--- config.mk ---
export PLATFORM = sky130hd
export DESIGN_NAME = hazard_ctrl
export DESIGN_NICKNAME = d
export VERILOG_FILES = /design/src/rtl/core_pkg.sv /design/src/rtl/fwd_unit.sv /design/src/rtl/hazard_ctrl.sv
export SDC_FILE = /design/constraint.sdc
export NUM_CORES = 1
export LEC_CHECK = 0
export ABC_AREA = 0
export ABC_CLOCK_PERIOD_IN_PS = 2500
export CAP_MARGIN = 10
export CORE_UTILIZATION = 45
export CTS_CLUSTER_SIZE = 12
export DETAILED_ROUTE_END_ITERATION = 16
export PLACE_DENSITY = 0.81
export SLEW_MARGIN = 10
export SYNTH_ARGS = -nofsm -noshare
export SYNTH_HDL_FRONTEND = slang
export SYNTH_SLANG_ARGS = --single-unit
--- constraint.sdc ---
create_clock -name clk -period 2.5 [get_ports clk]
set_input_delay 0.25 -clock clk [delete_from_list [all_inputs] [get_ports clk]]
set_output_delay 0.25 -clock clk [all_outputs]
set_load 0.05 [all_outputs]
--- src/rtl/core_pkg.sv ---
// Shared definitions for the RV32I pipeline sequencer: FSM states, forwarding selects, register-index width.
// Latency: n/a (types, constants and a pure helper function only).
// Backpressure: n/a.
package core_pkg;

  localparam int REG_W = 5;

  typedef enum logic [1:0] {
    RUN      = 2'd0,
    MEM_WAIT = 2'd1,
    HALT     = 2'd2
  } state_t;

  localparam logic [1:0] FWD_RF    = 2'b00;
  localparam logic [1:0] FWD_EXMEM = 2'b10;
  localparam logic [1:0] FWD_MEMWB = 2'b01;

  // True when a consumer register really depends on a producer's write; x0 never matches.
  function automatic logic reg_hit(input logic [REG_W-1:0] rs, input logic rs_en,
                                   input logic [REG_W-1:0] rd, input logic rd_wr);
    return rs_en & rd_wr & (rd != '0) & (rs == rd);
  endfunction

endpackage

--- src/rtl/fwd_unit.sv ---
// ALU operand bypass select for one EX-stage source register.
// Latency: purely combinational, same cycle.
// Backpressure: none; the select simply follows the current pipeline contents.
module fwd_unit
  import core_pkg::*;
(
  input  logic [REG_W-1:0] ex_rs,
  input  logic [REG_W-1:0] mem_rd,
  input  logic             mem_reg_wr,
  input  logic [REG_W-1:0] wb_rd,
  input  logic             wb_reg_wr,
  output logic [1:0]       sel
);

  // Youngest producer wins: the EX/MEM result is newer than the MEM/WB one.
  always_comb begin
    sel = FWD_RF;
    if (reg_hit(ex_rs, 1'b1, mem_rd, mem_reg_wr)) begin
      sel = FWD_EXMEM;
    end else if (reg_hit(ex_rs, 1'b1, wb_rd, wb_reg_wr)) begin
      sel = FWD_MEMWB;
    end
  end

endmodule

--- src/rtl/hazard_ctrl.sv ---
// Pipeline sequencer: PC/pipeline-register enables and flushes, EX forwarding selects, stall counter.
// Latency: controls are combinational from inputs and registered state; state/counters update on clk.
// Backpressure: a pending data-memory access freezes the whole pipe; a timed-out access halts it until reset.
// Optional macro FORWARDING_EN: enables the fwd_unit bypass; without it every RAW hazard on EX/MEM stalls.
module hazard_ctrl
  import core_pkg::*;
#(
  parameter int MEM_TIMEOUT = 15,
  parameter int CNT_W       = 32
) (
  input  logic             clk,
  input  logic             rst_n,
  input  logic [REG_W-1:0] id_rs1,
  input  logic [REG_W-1:0] id_rs2,
  input  logic             id_use_rs1,
  input  logic             id_use_rs2,
  input  logic [REG_W-1:0] ex_rs1,
  input  logic [REG_W-1:0] ex_rs2,
  input  logic [REG_W-1:0] ex_rd,
  input  logic             ex_reg_wr,
  input  logic             ex_mem_rd,
  input  logic [REG_W-1:0] mem_rd,
  input  logic             mem_reg_wr,
  input  logic [REG_W-1:0] wb_rd,
  input  logic             wb_reg_wr,
  input  logic             ex_redirect,
  input  logic             dmem_req,
  input  logic             dmem_ready,
  output logic             pc_en,
  output logic             if_id_en,
  output logic             id_ex_en,
  output logic             ex_mem_en,
  output logic             if_id_flush,
  output logic             id_ex_flush,
  output logic             mem_wb_flush,
  output logic [1:0]       fwd_a,
  output logic [1:0]       fwd_b,
  output logic             halted,
  output logic [CNT_W-1:0] stall_cnt
);

  localparam int WAIT_W = $clog2(MEM_TIMEOUT + 1);

  state_t            state, state_nxt;
  logic [WAIT_W-1:0] wait_cnt, wait_nxt;
  logic              freeze;
  logic              load_use;
  logic [1:0]        sel_a, sel_b;

  // A pending access freezes everything; once halted, the halt outputs take over instead.
  assign freeze = dmem_req & ~dmem_ready & (state != HALT);

`ifdef FORWARDING_EN
  fwd_unit u_fwd_a (
    .ex_rs      (ex_rs1),
    .mem_rd     (mem_rd),
    .mem_reg_wr (mem_reg_wr),
    .wb_rd      (wb_rd),
    .wb_reg_wr  (wb_reg_wr),
    .sel        (sel_a)
  );

  fwd_unit u_fwd_b (
    .ex_rs      (ex_rs2),
    .mem_rd     (mem_rd),
    .mem_reg_wr (mem_reg_wr),
    .wb_rd      (wb_rd),
    .wb_reg_wr  (wb_reg_wr),
    .sel        (sel_b)
  );

  // Only a load's data is too late to bypass into the next instruction.
  assign load_use = ex_mem_rd & (reg_hit(id_rs1, id_use_rs1, ex_rd, 1'b1) |
                                 reg_hit(id_rs2, id_use_rs2, ex_rd, 1'b1));

  logic unused_fwd_mode;
  assign unused_fwd_mode = ex_reg_wr;
`else
  assign sel_a = FWD_RF;
  assign sel_b = FWD_RF;

  // No bypass: any pending write in EX or MEM must retire first. WB writes the
  // register file in the first half-cycle, so it never needs a stall.
  assign load_use = reg_hit(id_rs1, id_use_rs1, ex_rd, ex_reg_wr | ex_mem_rd) |
                    reg_hit(id_rs2, id_use_rs2, ex_rd, ex_reg_wr | ex_mem_rd) |
                    reg_hit(id_rs1, id_use_rs1, mem_rd, mem_reg_wr) |
                    reg_hit(id_rs2, id_use_rs2, mem_rd, mem_reg_wr);

  logic unused_fwd_mode;
  assign unused_fwd_mode = ^{ex_rs1, ex_rs2, wb_rd, wb_reg_wr};
`endif

  // Next-state: wait_cnt counts the consecutive wait cycles, including the one seen in RUN.
  always_comb begin
    state_nxt = state;
    wait_nxt  = wait_cnt;
    case (state)
      RUN: begin
        wait_nxt = '0;
        if (dmem_req && !dmem_ready) begin
          if (MEM_TIMEOUT <= 1) begin
            state_nxt = HALT;
          end else begin
            state_nxt = MEM_WAIT;
            wait_nxt  = WAIT_W'(1);
          end
        end
      end
      MEM_WAIT: begin
        if (dmem_ready) begin
          state_nxt = RUN;
          wait_nxt  = '0;
        end else if (int'(wait_cnt) + 1 >= MEM_TIMEOUT) begin
          state_nxt = HALT;
        end else begin
          wait_nxt = wait_cnt + WAIT_W'(1);
        end
      end
      HALT:    state_nxt = HALT;
      default: state_nxt = RUN;
    endcase
  end

  // Priority: reset/halt, then freeze, then redirect, then hazard stall.
  always_comb begin
    pc_en        = 1'b1;
    if_id_en     = 1'b1;
    id_ex_en     = 1'b1;
    ex_mem_en    = 1'b1;
    if_id_flush  = 1'b0;
    id_ex_flush  = 1'b0;
    mem_wb_flush = 1'b0;
    if (!rst_n || state == HALT) begin
      pc_en        = 1'b0;
      if_id_en     = 1'b0;
      id_ex_en     = 1'b0;
      ex_mem_en    = 1'b0;
      if_id_flush  = 1'b1;
      id_ex_flush  = 1'b1;
      mem_wb_flush = 1'b1;
    end else if (freeze) begin
      // The redirect (if any) stays held in EX and is acted on once the freeze lifts.
      pc_en        = 1'b0;
      if_id_en     = 1'b0;
      id_ex_en     = 1'b0;
      ex_mem_en    = 1'b0;
      mem_wb_flush = 1'b1;
    end else if (ex_redirect) begin
      if_id_flush = 1'b1;
      id_ex_flush = 1'b1;
    end else if (load_use) begin
      pc_en       = 1'b0;
      if_id_en    = 1'b0;
      id_ex_flush = 1'b1;
    end
  end

  assign fwd_a = rst_n ? sel_a : FWD_RF;
  assign fwd_b = rst_n ? sel_b : FWD_RF;

  // State, wait counter, sticky halt flag and saturating stall counter.
  always_ff @(posedge clk or negedge rst_n) begin
    if (!rst_n) begin
      state     <= RUN;
      wait_cnt  <= '0;
      halted    <= 1'b0;
      stall_cnt <= '0;
    end else begin
      state    <= state_nxt;
      wait_cnt <= wait_nxt;
      halted   <= halted | (state_nxt == HALT);
      if (!pc_en && stall_cnt != '1) begin
        stall_cnt <= stall_cnt + CNT_W'(1);
      end
    end
  end

endmodule

==> impl_results.md <==
* Pre-CTS setup slack at 17.5 ps
* Top cells by area, synth: dfrtp_1 (40%), xnor2_1 (18%), o2111ai_1 (6.4%)
* Die height at 75.7 um
* Antenna Cells at 0
* Largest net degree at the start of global routing at 40
* Max_slew headroom at 65.3%
* Routed wire length at 5740 um
* Synth top cells by count: xnor2_1 (51), dfrtp_1 (39), o2111ai_1 (18), and3_1 (15), nor2_1 (11)
* Crit Path Class: input pin to primary output
* Tightest Pin Transition at 519 ps
* Crit-path cells: clkdlybuf4s50_1 -> or4_1 -> o21ai_1 -> nor2_1 -> a32o_2 -> nor2_2 -> buf_12
* Mapped cell area at between 2000 and 2500 um^2
* First-pass GRT wire length at just over 9000 um
* CTS Hold Bufs at 0
* Initial DRC count at 119
* Post-synthesis register bit count at 39
* Vias per cell at 5.46
* FF+latch area at 976 um^2
* CP arrival at 2170 ps
* Number of synthesized flops with an enable pin at 0
* Sequential-to-total area share from yosys stat at 39.9%
* Yosys top cell area share at 39.9%
* Worst-path cell with the longest stage delay: or4_1
* Num Clock Sinks at 39
* Clock Tree Buf Depth at 2
* RSZ-0062 raised after global routing: no
* Top delay family on crit path: simple AND/OR/NAND/NOR gates
* Setup TNS at 0 ps
* DRT Pass-1 Iters at 4
* Fin cells at 393
* Sw Pwr at a little over 0.7 mW
* Vias in the first global route at 1,997
* Min cycle time layout at ~2400 ps
* Die W at 75.7 um
* Total die area at 5730 um^2
* PortBufs at slightly below 70
* Buffers and inverters on the worst path at 2
* Initial Util at 47.3%
* Combinational power share at 35.4%
* Reg clk slew, reported paths at 80 ps
* Clk pwr share at 23.1%
* Worst setup margin at between 80 and 90 ps
* # DRC at 0
* F_max at ~410 MHz
* Average wire per standard cell at around 15 um
* GPL Wtd Cong at 0.832
* WHS at between 70 and 80 ps
* Maximum vdd ir drop at 0.000652 V
* Share of layout cells above drive strength 1 at 15.2%
* Top cell type by total area after synthesis: dfrtp_1
* Total congestion overflow at 0
* Hpwl dp at 4420 um
* Top-count cell post-synth: xnor2_1
* GRT Overall Usage at 21.6%
* H-tree Lvls at 2
* Total Power at 1.87 mW
* Area of the multi-input gates at roughly 1400 um^2
* CTS tree: yes
* Register share of total power at between 40% and 50%
* I/O pin count at 90
* Root Driver: clkbuf_8
* Row count at 26
* DR vias at 2,145
* Synth Instances at between 200 and 250
* Req. time, crit path at 2250 ps
* Layout area overhead at 38.8%
* Crit path max fanout at 7
* CTS Buf Count at 5
* Worst-skew pair later-pin latency at 300 ps
* Routed Antenna Nets at 0
* NumNets Final at 371
* Synth async-reset ratio at 100%
* Max-slew violations at 0
* Tcrit/Tclk final at between 90 and 100%
* Max Clock Skew at 7.30 ps
* Filler instances at 427
* YS warnings at 0
* Top FF cell, synth: dfrtp_1
* Syn Area/Cell at roughly 10 um^2
* Int Pwr at 1.16 mW
* Pwr dens at 551 nW/um^2
* Initial antenna violation count at 0
* Setup crit start kind: input pin
* Max-cap violations at 0
* Setup-failing EPs final at 0
* Status: completed
* Hold Crit Class: input pin to asynchronous set/reset pin
* Post_cts resized at 0
* Max stage delay on crit path at 550 ps
* DP Cell Count at between 300 and 400
* P_leak at between 1 and 1.5 nW
* Nature of the critical path endpoint: primary output
* # Post-CTS Setup Buffers at 0
* Final Hold Violating Endpoints at 0
* CORE AREA at between 5000 and 6000 um^2
* Switching part of the total at 38.2%
* Register-to-register setup slack at 310 ps
* Count of different cell masters after synthesis at 45
==> per-stage QoR <==
stage / instance area (um^2) / utilization, %
after floorplan: 2460 / -
after global placement: 3300 / 63.9
after detailed placement: 3300 / 63.9
after CTS: 3390 / 65.6
after global routing: 3390 / 65.6
final: 3390 / 65.6
==> cell families after synthesis <==
kind of cell,count (synthesis),share of synthesized area [%]
flops,39,39.9
compound gates,52,17.4
simple gates,70,16.7
xor+xnor,51,18.3
other cells,1,0.153
fa+ha+maj,3,1.54
buf+inv,20,5.12
mux,2,0.870
==> cells in the final DEF (no fill, tap or decap), types with 4 or more instances in the layout <==
master            n
inv_1             6
buf_12            4
o211ai_1          6
o2111ai_1        18
clkbuf_8          5
conb_1            4
clkdlybuf4s50_1  61
dfrtp_1          39
nand3_1           9
xnor2_1          51
nand4_1           6
buf_4            22
o211ai_2          5
and3_1           15
nor2_1           10
nand2_1           8
==> path summary, 6_finish.rpt <==
path | start | endpoint | cells past startpoint
max | mem_rd[0] | pc_en | 7
min | rst_n | stall_cnt[11]$_DFFE_PN0P_ | 2
max reg2reg | stall_cnt[10]$_DFFE_PN0P_ | stall_cnt[29]$_DFFE_PN0P_ | 6
min reg2reg | halted$_DFF_PN0_ | halted$_DFF_PN0_ | 1
max in group asynchronous | rst_n | stall_cnt[9]$_DFFE_PN0P_ | 2
min in group clk | halted$_DFF_PN0_ | halted$_DFF_PN0_ | 1
==> layer usage <==
metal | vias to the layer above | routed length (um) | global-route usage [%]
li1 | 1042 | - | -
met1 | 1050 | 2600 | 28.0
met2 | 41 | 2830 | 36.1
met3 | 12 | 197 | 4.50
met4 | 0 | 118 | 7.41
met5 | - | 0 | 0
==> sequential cells by signal (all words and copies together), names as in the netlist <==
register	cells
stall_cnt	32
wait_cnt	4
state	2
halted	1
==> power by group through the flow <==
stage | clock network, mW | registers [mW] | logic [mW]
2_1_floorplan | 0 | 0.960 | 0.229
3_3_place_gp | 0 | 0.782 | 0.653
3_5_place_dp | 0 | 0.786 | 0.663
4_1_cts | 0.435 | 0.776 | 0.668
5_1_grt | 0.464 | 0.788 | 0.704
6_report | 0.432 | 0.775 | 0.662
==> layout make-up <==
class / count / share of cell area (%)
clock buffer: 5 / 2.03
clock inverter: 3 / 0.590
inverter: 6 / 0.664
multi-input combinational: 182 / 40.0
sequential: 39 / 28.8
tap: 70 / 2.58
timing repair buffer: 88 / 25.4
(Power assumes the default switching activity.)
